--- src/rtl/dmem_pkg.sv ---
// Shared definitions for the data-memory access controller: access size codes,
// sign-extension bit position, FSM state encoding and the alignment check.
package dmem_pkg;

    localparam logic [2:0] SIZE_BYTE = 3'b001;
    localparam logic [2:0] SIZE_HALF = 3'b011;
    localparam logic [2:0] SIZE_WORD = 3'b111;

    localparam int SIGN_BIT = 3;

    typedef enum logic [2:0] {
        IDLE,
        RD,
        WAIT,
        CAP,
        WR,
        RESP,
        ERR
    } state_t;

    // An access is rejected for an unknown size code or when it is not
    // naturally aligned to its own size.
    function automatic logic is_illegal(input logic [2:0] size, input logic [1:0] addr_lo);
        case (size)
            SIZE_BYTE: return 1'b0;
            SIZE_HALF: return addr_lo[0];
            SIZE_WORD: return (addr_lo != 2'b00);
            default:   return 1'b1;
        endcase
    endfunction

endpackage

--- src/rtl/memory_multiplexer.sv ---
// Byte-lane steering between a RAM word and the core: extracts and extends
// load data, and merges right-aligned store data into the old word.
module memory_multiplexer
    import dmem_pkg::*;
(
    input  logic [31:0] i_word_buf,
    input  logic [1:0]  i_addr_lo,
    input  logic [31:0] i_wdata,
    input  logic [3:0]  i_sign_mask,
    output logic [31:0] o_read_buf,
    output logic [31:0] o_replacement_word
);

    logic [2:0]  w_size;
    logic        w_sign;
    logic [7:0]  w_byte;
    logic [15:0] w_half;
    logic [3:0]  w_lane_en;

    assign w_size = i_sign_mask[2:0];
    assign w_sign = i_sign_mask[SIGN_BIT];
    assign w_byte = i_word_buf[8*i_addr_lo +: 8];
    assign w_half = i_addr_lo[1] ? i_word_buf[31:16] : i_word_buf[15:0];

    // Load path: pick the addressed byte/halfword and extend it.
    always_comb begin
        case (w_size)
            SIZE_BYTE: o_read_buf = {{24{w_sign & w_byte[7]}}, w_byte};
            SIZE_HALF: o_read_buf = {{16{w_sign & w_half[15]}}, w_half};
            default:   o_read_buf = i_word_buf;
        endcase
    end

    // Store path: each lane takes new data when it is covered by the access,
    // otherwise it keeps the byte read back from memory.
    for (genvar gi = 0; gi < 4; gi++) begin : g_lane
        localparam logic [1:0] LANE = 2'(gi);
        logic [7:0] w_new_byte;

        assign w_lane_en[gi] = (w_size == SIZE_WORD)
                            || ((w_size == SIZE_HALF) && (i_addr_lo[1] == LANE[1]))
                            || ((w_size == SIZE_BYTE) && (i_addr_lo == LANE));

        assign w_new_byte = (w_size == SIZE_WORD) ? i_wdata[8*gi +: 8]
                          : (w_size == SIZE_HALF) ? (LANE[0] ? i_wdata[15:8] : i_wdata[7:0])
                          : i_wdata[7:0];

        assign o_replacement_word[8*gi +: 8] = w_lane_en[gi] ? w_new_byte : i_word_buf[8*gi +: 8];
    end

endmodule

--- src/rtl/dmem_access_ctrl.sv ---
// Sequences core loads/stores onto a single-port synchronous-read word RAM.
// Word stores go straight to memory, sub-word stores use read-modify-write,
// loads return extracted and extended data, misaligned accesses are refused.
module dmem_access_ctrl
    import dmem_pkg::*;
#(
    parameter int ADDR_WIDTH   = 12,
    parameter int READ_LATENCY = 1
)
(
    input  logic                  clk,
    input  logic                  reset,
    input  logic                  req_valid,
    output logic                  req_ready,
    input  logic                  req_we,
    input  logic [31:0]           req_addr,
    input  logic [31:0]           req_wdata,
    input  logic [3:0]            req_sign_mask,
    output logic                  rsp_valid,
    output logic [31:0]           rsp_rdata,
    output logic                  rsp_err,
    output logic [ADDR_WIDTH-1:0] mem_addr,
    output logic                  mem_re,
    output logic                  mem_we,
    output logic [31:0]           mem_wdata,
    input  logic [31:0]           mem_rdata
);

    localparam logic [1:0] LAT_LOAD = 2'(READ_LATENCY - 1);

    state_t                r_state;
    logic [ADDR_WIDTH+1:0] r_addr;
    logic [31:0]           r_wdata;
    logic [3:0]            r_sign_mask;
    logic                  r_we;
    logic [31:0]           r_word_buf;
    logic [31:0]           r_rsp_rdata;
    logic [1:0]            r_cnt;
    logic                  r_req_ready;
    logic                  r_rsp_valid;
    logic                  r_rsp_err;
    logic                  r_mem_re;
    logic                  r_mem_we;

    logic                  w_accept;
    logic                  w_illegal;
    logic                  w_word_store;
    logic [31:0]           w_read_buf;
    logic [31:0]           w_replacement;
    logic                  w_unused_addr;

    assign w_accept      = req_valid & r_req_ready;
    assign w_illegal     = is_illegal(req_sign_mask[2:0], req_addr[1:0]);
    assign w_word_store  = req_we & (req_sign_mask[2:0] == SIZE_WORD);
    // Byte-address bits above the RAM range are deliberately dropped.
    assign w_unused_addr = ^req_addr[31:ADDR_WIDTH+2];

    memory_multiplexer u_mux (
        .i_word_buf         (r_word_buf),
        .i_addr_lo          (r_addr[1:0]),
        .i_wdata            (r_wdata),
        .i_sign_mask        (r_sign_mask),
        .o_read_buf         (w_read_buf),
        .o_replacement_word (w_replacement)
    );

    // Transaction FSM: strobes are registered on the edge entering the state
    // that owns them, so each one is high for exactly that state's cycle.
    always_ff @(posedge clk) begin
        if (reset) begin
            r_state     <= IDLE;
            r_addr      <= '0;
            r_wdata     <= '0;
            r_sign_mask <= '0;
            r_we        <= 1'b0;
            r_word_buf  <= '0;
            r_rsp_rdata <= '0;
            r_cnt       <= '0;
            r_req_ready <= 1'b0;
            r_rsp_valid <= 1'b0;
            r_rsp_err   <= 1'b0;
            r_mem_re    <= 1'b0;
            r_mem_we    <= 1'b0;
        end else begin
            r_rsp_valid <= 1'b0;
            r_rsp_err   <= 1'b0;
            r_mem_re    <= 1'b0;
            r_mem_we    <= 1'b0;
            case (r_state)
                IDLE: begin
                    r_req_ready <= 1'b1;
                    if (w_accept) begin
                        r_addr      <= req_addr[ADDR_WIDTH+1:0];
                        r_wdata     <= req_wdata;
                        r_sign_mask <= req_sign_mask;
                        r_we        <= req_we;
                        r_req_ready <= 1'b0;
                        if (w_illegal) begin
                            r_state     <= ERR;
                            r_rsp_valid <= 1'b1;
                            r_rsp_err   <= 1'b1;
                            r_rsp_rdata <= '0;
                        end else if (w_word_store) begin
                            r_state     <= WR;
                            r_mem_we    <= 1'b1;
                            r_rsp_valid <= 1'b1;
                            r_rsp_rdata <= '0;
                        end else begin
                            r_state  <= RD;
                            r_mem_re <= 1'b1;
                        end
                    end
                end
                RD: begin
                    r_cnt <= LAT_LOAD;
                    if (READ_LATENCY == 1) begin
                        r_state <= CAP;
                    end else begin
                        r_state <= WAIT;
                    end
                end
                WAIT: begin
                    r_cnt <= r_cnt - 2'd1;
                    if (r_cnt <= 2'd1) begin
                        r_state <= CAP;
                    end
                end
                CAP: begin
                    r_word_buf  <= mem_rdata;
                    r_rsp_valid <= 1'b1;
                    if (r_we) begin
                        r_state     <= WR;
                        r_mem_we    <= 1'b1;
                        r_rsp_rdata <= '0;
                    end else begin
                        r_state <= RESP;
                    end
                end
                RESP: begin
                    // Keep the load result visible until the next response.
                    r_rsp_rdata <= w_read_buf;
                    r_state     <= IDLE;
                    r_req_ready <= 1'b1;
                end
                WR, ERR: begin
                    r_state     <= IDLE;
                    r_req_ready <= 1'b1;
                end
                default: begin
                    r_state     <= IDLE;
                    r_req_ready <= 1'b0;
                end
            endcase
        end
    end

    assign req_ready = r_req_ready;
    assign rsp_valid = r_rsp_valid;
    assign rsp_err   = r_rsp_err;
    assign mem_re    = r_mem_re;
    assign mem_we    = r_mem_we;
    assign mem_addr  = r_addr[ADDR_WIDTH+1:2];

    // Merged data depends on word_buf, which is loaded on the edge entering
    // WR/RESP, so the data paths are decoded from the registered state.
    always_comb begin
        rsp_rdata = (r_state == RESP) ? w_read_buf : r_rsp_rdata;
        mem_wdata = '0;
        if (r_state == WR) begin
            mem_wdata = (r_sign_mask[2:0] == SIZE_WORD) ? r_wdata : w_replacement;
        end
    end

endmodule
--- config.mk ---
export PLATFORM = sky130hd
export DESIGN_NAME = dmem_access_ctrl
export DESIGN_NICKNAME = d
export VERILOG_FILES = /design/src/rtl/dmem_pkg.sv /design/src/rtl/memory_multiplexer.sv /design/src/rtl/dmem_access_ctrl.sv
export SDC_FILE = /design/constraint.sdc
export NUM_CORES = 1
export LEC_CHECK = 0
export CORE_MARGIN = 2
export CORE_UTILIZATION = 49
export CTS_BUF_LIST = sky130_fd_sc_hd__clkbuf_8
export DETAILED_ROUTE_END_ITERATION = 16
export PLACE_DENSITY_LB_ADDON = 0.05
export SYNTH_ARGS = -nofsm -noshare
export SYNTH_HDL_FRONTEND = slang
export SYNTH_SLANG_ARGS = --single-unit
export TNS_END_PERCENT = 20
--- constraint.sdc ---
create_clock -name clk -period 2.6 [get_ports clk]
set_input_delay 0.65 -clock clk [delete_from_list [all_inputs] [get_ports clk]]
set_output_delay 0.65 -clock clk [all_outputs]
set_load 0.03 [all_outputs]
==> results_dict.tcl, run 1 <==
set metrics [dict create \
    synthAdderAreaFrac_pct 0.202 \
    combPwrFrac_pct 27.0 \
    rsz0062_at_grt "yes" \
    finalSetupTns_ns -2.93 \
    leakagePower_nw 3.56 \
    drv_cap 0 \
    syn_avg_cell_area_um2 7.79 \
    syn_area_um2 6190 \
    grt_pass1_vias 6398 \
    post-route-util_pct 77.3 \
    detail-route-antenna-nets 0 \
    portBuffers 166 \
    fin_crit_sh_pct 105 \
    outcome "finished, violations left" \
    pre_cts_slack_ns -0.111 \
    globalRouteOverflowTotal 0 \
    ys_types 53 \
    worstMarginPinSlew_ns 1.12 \
    synthXorXnorAreaFrac_pct 0 \
    die_w_um 116 \
    path_cells "mux2i_4 -> buf_4 -> a21oi_1 -> a41o_2 -> o22a_1 -> buf_12" \
    synth_mux_area_share_pct 5.46 \
    cp_top_family "compound AO/OA/AOI/OAI gates" \
    synth_edf_count 0 \
    fmaxAchievable_ghz 0.367 \
    pwr-share-clk_pct 33.7 \
    period_minus_slack_ns 2.72 \
    path_buf_inv 2 \
    cts_buffer_depth 2 \
    p_sw_share_pct 32.1 \
    synth_seq_area_share_pct 40.4 \
    layout.nets 1082 \
    drtPass1Iterations 5 \
    synth-compound-area-share_pct 24.7 \
    initial_core_util_pct 49.6 \
    synth_flop_cell "dfxtp_1" \
    wl_per_cell_um 19.1 \
    route.detailed.drc 0 \
    clk_pin_slew_worst_paths_ns 0.08 \
    cts_buffers 17 \
    p_seq_share_pct 39.3 \
    io-pin-count 185 \
    cts_tree "yes" \
    violations "negative setup slack" \
    synthCells 794 \
    instances_no_fill 1162 \
    viasPerCell 5.82 \
    crit_path_end_kind "primary output" \
    antenna_found_initial 0 \
    cp_slowest_cell "dfxtp_4" \
    synth_top_family_by_area "compound AO/OA/AOI/OAI gates" \
    grt.total_usage_pct 31.9 \
    drive_above_1_share_pct 27.1 \
    yosys_warnings 0 \
    fp.dieArea_um2 13500 \
    insertion_delay_ns 0.44 \
    htreeDepth 4 \
    via_count 6762 \
    yosys.area_share.simple_pct 22.9 \
    gp_congestion 0.903 \
    skew_ns 0.00956 \
    core_area_um2 12500 \
    timing.final.max_slew_violations 0 \
    syn_nets 899 \
    final_hold_viol_count 0 \
    wl_mm 22.2 \
    worst-endpoint-required_ns 1.95 \
    min_path_type "flop to flop" \
    slew_headroom_pct 25.0 \
    grt_pass1_wl_mm 33.2 \
    hpwl_mm 14.8 \
    grt_max_degree 67 \
    p_int_mw 3.92 \
    cp-start-kind "flop" \
    critPathMaxFanout 7 \
    ys_async_sr_fraction_pct 0 \
    power_mw 5.77 \
    crit_type "flop to primary output" \
    holdBufCountCts 0 \
    drtIter0Drc 489 \
    ys_ff_latch 125 \
    cts_root_buf "clkbuf_8" \
    diodes 0 \
    setup_viol 45 \
    vdd_ir_drop_max_mv 0.691 \
    post-place-cells 1095 \
    syn2layout_area_growth_pct 55.7 \
    slowest_delay_ns 0.42 \
    clkSinkCount 125 \
    power.switching_mw 1.85 \
    row_count 41 \
    layout_setup_ws_ns -0.122 \
    critPathArrivalTime_ns 2.07 \
    power_density_nw_per_um2 599 \
    die_h_um 116 \
]
## final timing paths
| kind | from | endpoint | slack (ns) | cells past startpoint |
|---|---|---|---|---|
| worst min-delay path | r_addr[8] | r_addr[8] | 0.46 | 2 |
| worst max-delay path | r_addr[1] | rsp_rdata[11] | -0.12 | 6 |
| worst min register to register | r_addr[8] | r_addr[8] | 0.46 | 2 |
| worst max register to register | r_sign_mask[2] | r_rsp_rdata[6] | -0.09 | 16 |
## power groups by stage
stage	combinational (mW)	clock, mW	sequential [mW]
after floorplan	0.832	0	2.24
after global placement	1.27	0	2.27
after detailed placement	1.31	0	2.28
after CTS	1.48	1.95	2.25
after global routing	1.67	2.04	2.28
final	1.56	1.94	2.27
## sequential cells by signal (all words and copies together), names as in the netlist
name,count
r_state,3
rsp_valid,1
rsp_err,1
req_ready,1
mem_we,1
r_we,1
r_rsp_rdata,32
mem_re,1
r_cnt,2
r_word_buf,32
r_addr,14
r_wdata,32
r_sign_mask,4
## cells in the final DEF, fill, tap and decap left out, types with 9 or more instances in the layout
cell,n
nand2_1,193
dfxtp_1,118
clkdlybuf4s50_1,101
a21oi_1,94
buf_4,71
buf_6,42
nor2_1,34
o21ai_0,25
a221o_1,23
clkbuf_8,21
buf_12,21
a21oi_4,18
a21oi_2,16
mux2i_1,15
nand2b_1,14
a22o_1,13
nand3_1,12
mux2i_4,10
nor2b_1,10
o221ai_1,9
## stage by stage
stage / hold WS, ns / cell area (µm²)
6_report: 0.455 / 9630
5_1_grt: 0.474 / 9630
4_1_cts: 0.456 / 9330
3_5_place_dp: 0.446 / 8070
3_3_place_gp: 0.440 / 8070
2_1_floorplan: 0.432 / 6190
## what timing repair did
action,CTS,global route
buffers inserted,29,5
gates cloned,1,0
pin swaps,21,19
resized for setup,143,55
setup endpoints to repair,58,65
## cells by family after synthesis
family | Yosys count
compound gates | 238
fa+ha+maj | 1
buf+inv | 85
flops | 125
mux | 33
simple gates | 312
## cell type report
type	instances	area, µm²
clock buffer	21	289
tap	172	215
timing repair buffer	243	2530
sequential	125	2520
fill	888	2830
inverter	5	18.8
multi-input combinational	585	3890
clock inverter	11	165
## per-layer routing
| metal | vias up | share of wire, % | global-route usage [%] |
|---|---|---|---|
| li1 | 3157 | - | - |
| met1 | 3232 | 41 | 40.5 |
| met2 | 321 | 48 | 52.4 |
| met3 | 52 | 7.4 | 7.84 |
| met4 | 0 | 3.2 | 12.6 |
| met5 | - | 0 | 0 |
## Yosys cell counts, types with 16 or more instances
library cell,count,area (µm²)
a221o_1,23,230
buf_2,20,100
nand3_1,16,80.1
a21oi_1,128,641
clkbuf_1,46,173
o21ai_0,29,145
nor2_1,37,139
nand2b_1,16,100
nand2_1,193,724
mux2i_1,27,270
dfxtp_1,125,2500
## worst reg2reg max path: stages, from the launching register on
cell and delay [ns]:
dfxtp_4 0.37, buf_6 0.12, and3b_2 0.24, buf_6 0.16, nand3_1 0.08, nand4_1 0.16
buf_4 0.18, buf_4 0.12, buf_4 0.13, buf_4 0.12, buf_4 0.12, buf_4 0.12
buf_4 0.12, buf_4 0.12, buf_4 0.12, buf_4 0.12, a22o_1 0.18
Note: power is estimated with default switching activity, not from simulation.
==> run 2, diff against run 1 <==
Settings changed: GPL_ROUTABILITY_DRIVEN from default to 0, GPL_TIMING_DRIVEN from default to 0.
==> run 2 against run 1 <==
Compared with the run above:
- the run still ends with negative setup slack left
- global-route usage up 0.30 points
- core utilization down 2.2 points
- register-to-register slack better by 0.68 ns
- highest routed layer unchanged
- clock-buffer cell count up 1
- sequential cell count unchanged
==> results_dict.tcl, run 2 (same netlist as run 1, synthesis figures left out) <==
set metrics [dict create \
    outcome "finished, violations left" \
    violations "negative setup slack" \
    mostFrequentLayoutCells "nand2_1, dfxtp_1, a21oi_1" \
    grt.total_usage_pct 32.2 \
    reg2reg_slack_ns 0.59 \
    pwr-share-clk_pct 30.6 \
    period_minus_slack_ns 2.82 \
    path_cells "buf_8 -> nor2b_4 -> o211ai_4 -> buf_12 -> mux2i_1 -> a21oi_1 -> buf_4" \
    row_count 41 \
    layout_setup_ws_ns -0.217 \
    finalSetupTns_ns -4.07 \
    via_count 7014 \
    diodes 0 \
    power_density_nw_per_um2 597 \
    min_path_type "flop to flop" \
    drive_above_1_share_pct 25.7 \
    holdBufCountCts 0 \
    post-place-cells 1131 \
    p_int_mw 3.74 \
    p_sw_share_pct 33.0 \
    rsz0062_at_grt "yes" \
    portBuffers 165 \
    worstMarginPinSlew_ns 0.641 \
    fmaxAchievable_ghz 0.355 \
    reg_top3 "r_rsp_rdata x32, r_wdata x32, r_word_buf x32" \
    detail-route-antenna-nets 0 \
    cts_buffers 17 \
    skew_ns 0.00886 \
    combPwrFrac_pct 28.2 \
    clkSinkCount 125 \
    fillers 904 \
    cp-start-kind "flop" \
    stdcell_area_um2 9360 \
    crit_path_end_kind "primary output" \
    cts_buffer_depth 2 \
    die_h_um 116 \
    fin_crit_sh_pct 108 \
    htreeDepth 4 \
    die_w_um 116 \
    setup_viol 60 \
    critPathArrivalTime_ns 2.17 \
    instances_no_fill 1188 \
    timing.final.max_slew_violations 0 \
    slew_headroom_pct 57.3 \
    layout.nets 1109 \
    cp_slowest_cell "dfxtp_4" \
    power.switching_mw 1.84 \
    viasPerCell 5.90 \
    rr_worst_depth 7 \
    core_area_um2 12500 \
    drtIter0Drc 737 \
    wl_per_cell_um 19.1 \
    critPathMaxFanout 8 \
    vdd_ir_drop_max_mv 0.478 \
    cts_root_buf "clkbuf_8" \
    grt_pass1_wl_mm 33.3 \
    cp-startpoint "r_addr[0]" \
    wl_mm 22.6 \
    fp.dieArea_um2 13500 \
    drtPass1Iterations 6 \
    grt_pass1_vias 6409 \
    antenna_found_initial 0 \
    syn2layout_area_growth_pct 51.2 \
    worstSetupEndpoint "mem_wdata[8]" \
    insertion_delay_ns 0.46 \
    r2r_end "r_rsp_rdata[26]" \
    io-pin-count 185 \
    hpwl_mm 15.2 \
    rr_startpoint "r_addr[1]" \
    globalRouteOverflowTotal 0 \
    slowest_delay_ns 0.38 \
    cts_tree "yes" \
    initial_core_util_pct 49.6 \
    grt_max_degree 17 \
    p_seq_share_pct 41.1 \
    route.detailed.drc 0 \
    final_hold_viol_count 0 \
    drv_cap 0 \
    leakagePower_nw 3.53 \
    cp_top_family "buffers and inverters" \
    layout_commonest_cell "nand2_1" \
    worst-endpoint-required_ns 1.95 \
    crit_cells 7 \
    dpl_cell_area_um2 8060 \
    path_buf_inv 3 \
    clk_pin_slew_worst_paths_ns 0.07 \
    crit_type "flop to primary output" \
]
==> run 2: cell count changes in the layout (fill, tap and decap cells not counted), moves of 16 or more <==
cell / before / now
buf_2: 2 / 24
a21oi_1: 94 / 110
buf_4: 71 / 50
buf_12: 21 / 5
clkbuf_1: 0 / 27
a21oi_4: 18 / 0
==> run 2: per-stage QoR <==
stage          setup WS, ns  util (%)  power [mW]  hold WS, ns
2_1_floorplan        0.0586         -        3.07        0.432
3_3_place_gp         -0.473      64.6        3.53        0.442
3_5_place_dp         -0.519      64.6        3.57        0.447
4_1_cts             -0.0615      73.2        5.45        0.456
5_1_grt              -0.249      75.1        5.79        0.479
6_report             -0.217      75.1        5.59        0.454
==> run 2: repair_timing <==
| action | in CTS | in global routing |
|---|---|---|
| setup buffers | 21 | 6 |
| gates cloned | 1 | 0 |
| resized for setup | 519 | 62 |
| endpoints found under the setup margin | 64 | 64 |
| pin swaps | 33 | 15 |
==> run 2: worst register-to-register path, delay by kind of cell (launching register included) <==
family / cells / cell delay [ns]
flip-flops: 1 / 0.42
multiplexers: 2 / 0.47
AO/OA/AOI/OAI: 1 / 0.28
buffers and inverters: 3 / 0.55
AND/OR/NAND/NOR: 1 / 0.17
==> run 2: power by group through the flow <==
stage | clock [mW] | sequential, mW | combinational (mW)
detailed placement | 0 | 2.29 | 1.28
floorplan | 0 | 2.24 | 0.832
finish | 1.71 | 2.30 | 1.58
global route | 1.79 | 2.31 | 1.69
global placement | 0 | 2.28 | 1.25
CTS | 1.71 | 2.27 | 1.47
==> run 2: routing by layer <==
metal | part of all wire, % | vias up | wire length (µm) | track usage, %
met1 | 39 | 3256 | 8730 | 41.1
met5 | 0 | - | 0 | 0
li1 | - | 3219 | - | -
met2 | 46 | 434 | 10300 | 50.7
met4 | 5.4 | 0 | 1220 | 16.3
met3 | 10 | 105 | 2350 | 8.20
==> run 2: worst min-delay path by stage <==
stage	from	end	slack, ns	cells past startpoint
floorplan	r_rsp_rdata[15]	r_rsp_rdata[15]	0.43	1
global placement	r_wdata[22]	r_wdata[22]	0.44	2
detailed placement	r_wdata[20]	r_wdata[20]	0.45	2
CTS	r_wdata[20]	r_wdata[20]	0.46	2
global route	r_addr[10]	r_addr[10]	0.48	2
finish	r_wdata[22]	r_wdata[22]	0.45	2
==> run 2: area by class of cell <==
class | count | area [µm²] | area share [%]
well taps | 172 | 215 | 2.30
flip-flops and latches | 125 | 2530 | 27.0
clock buffers | 22 | 303 | 3.24
clock inverters | 9 | 93.8 | 1.00
repair buffers | 193 | 1860 | 19.9
plain buffers | 78 | 568 | 6.07
multi-input cells | 584 | 3770 | 40.3
inverters | 5 | 18.8 | 0.201
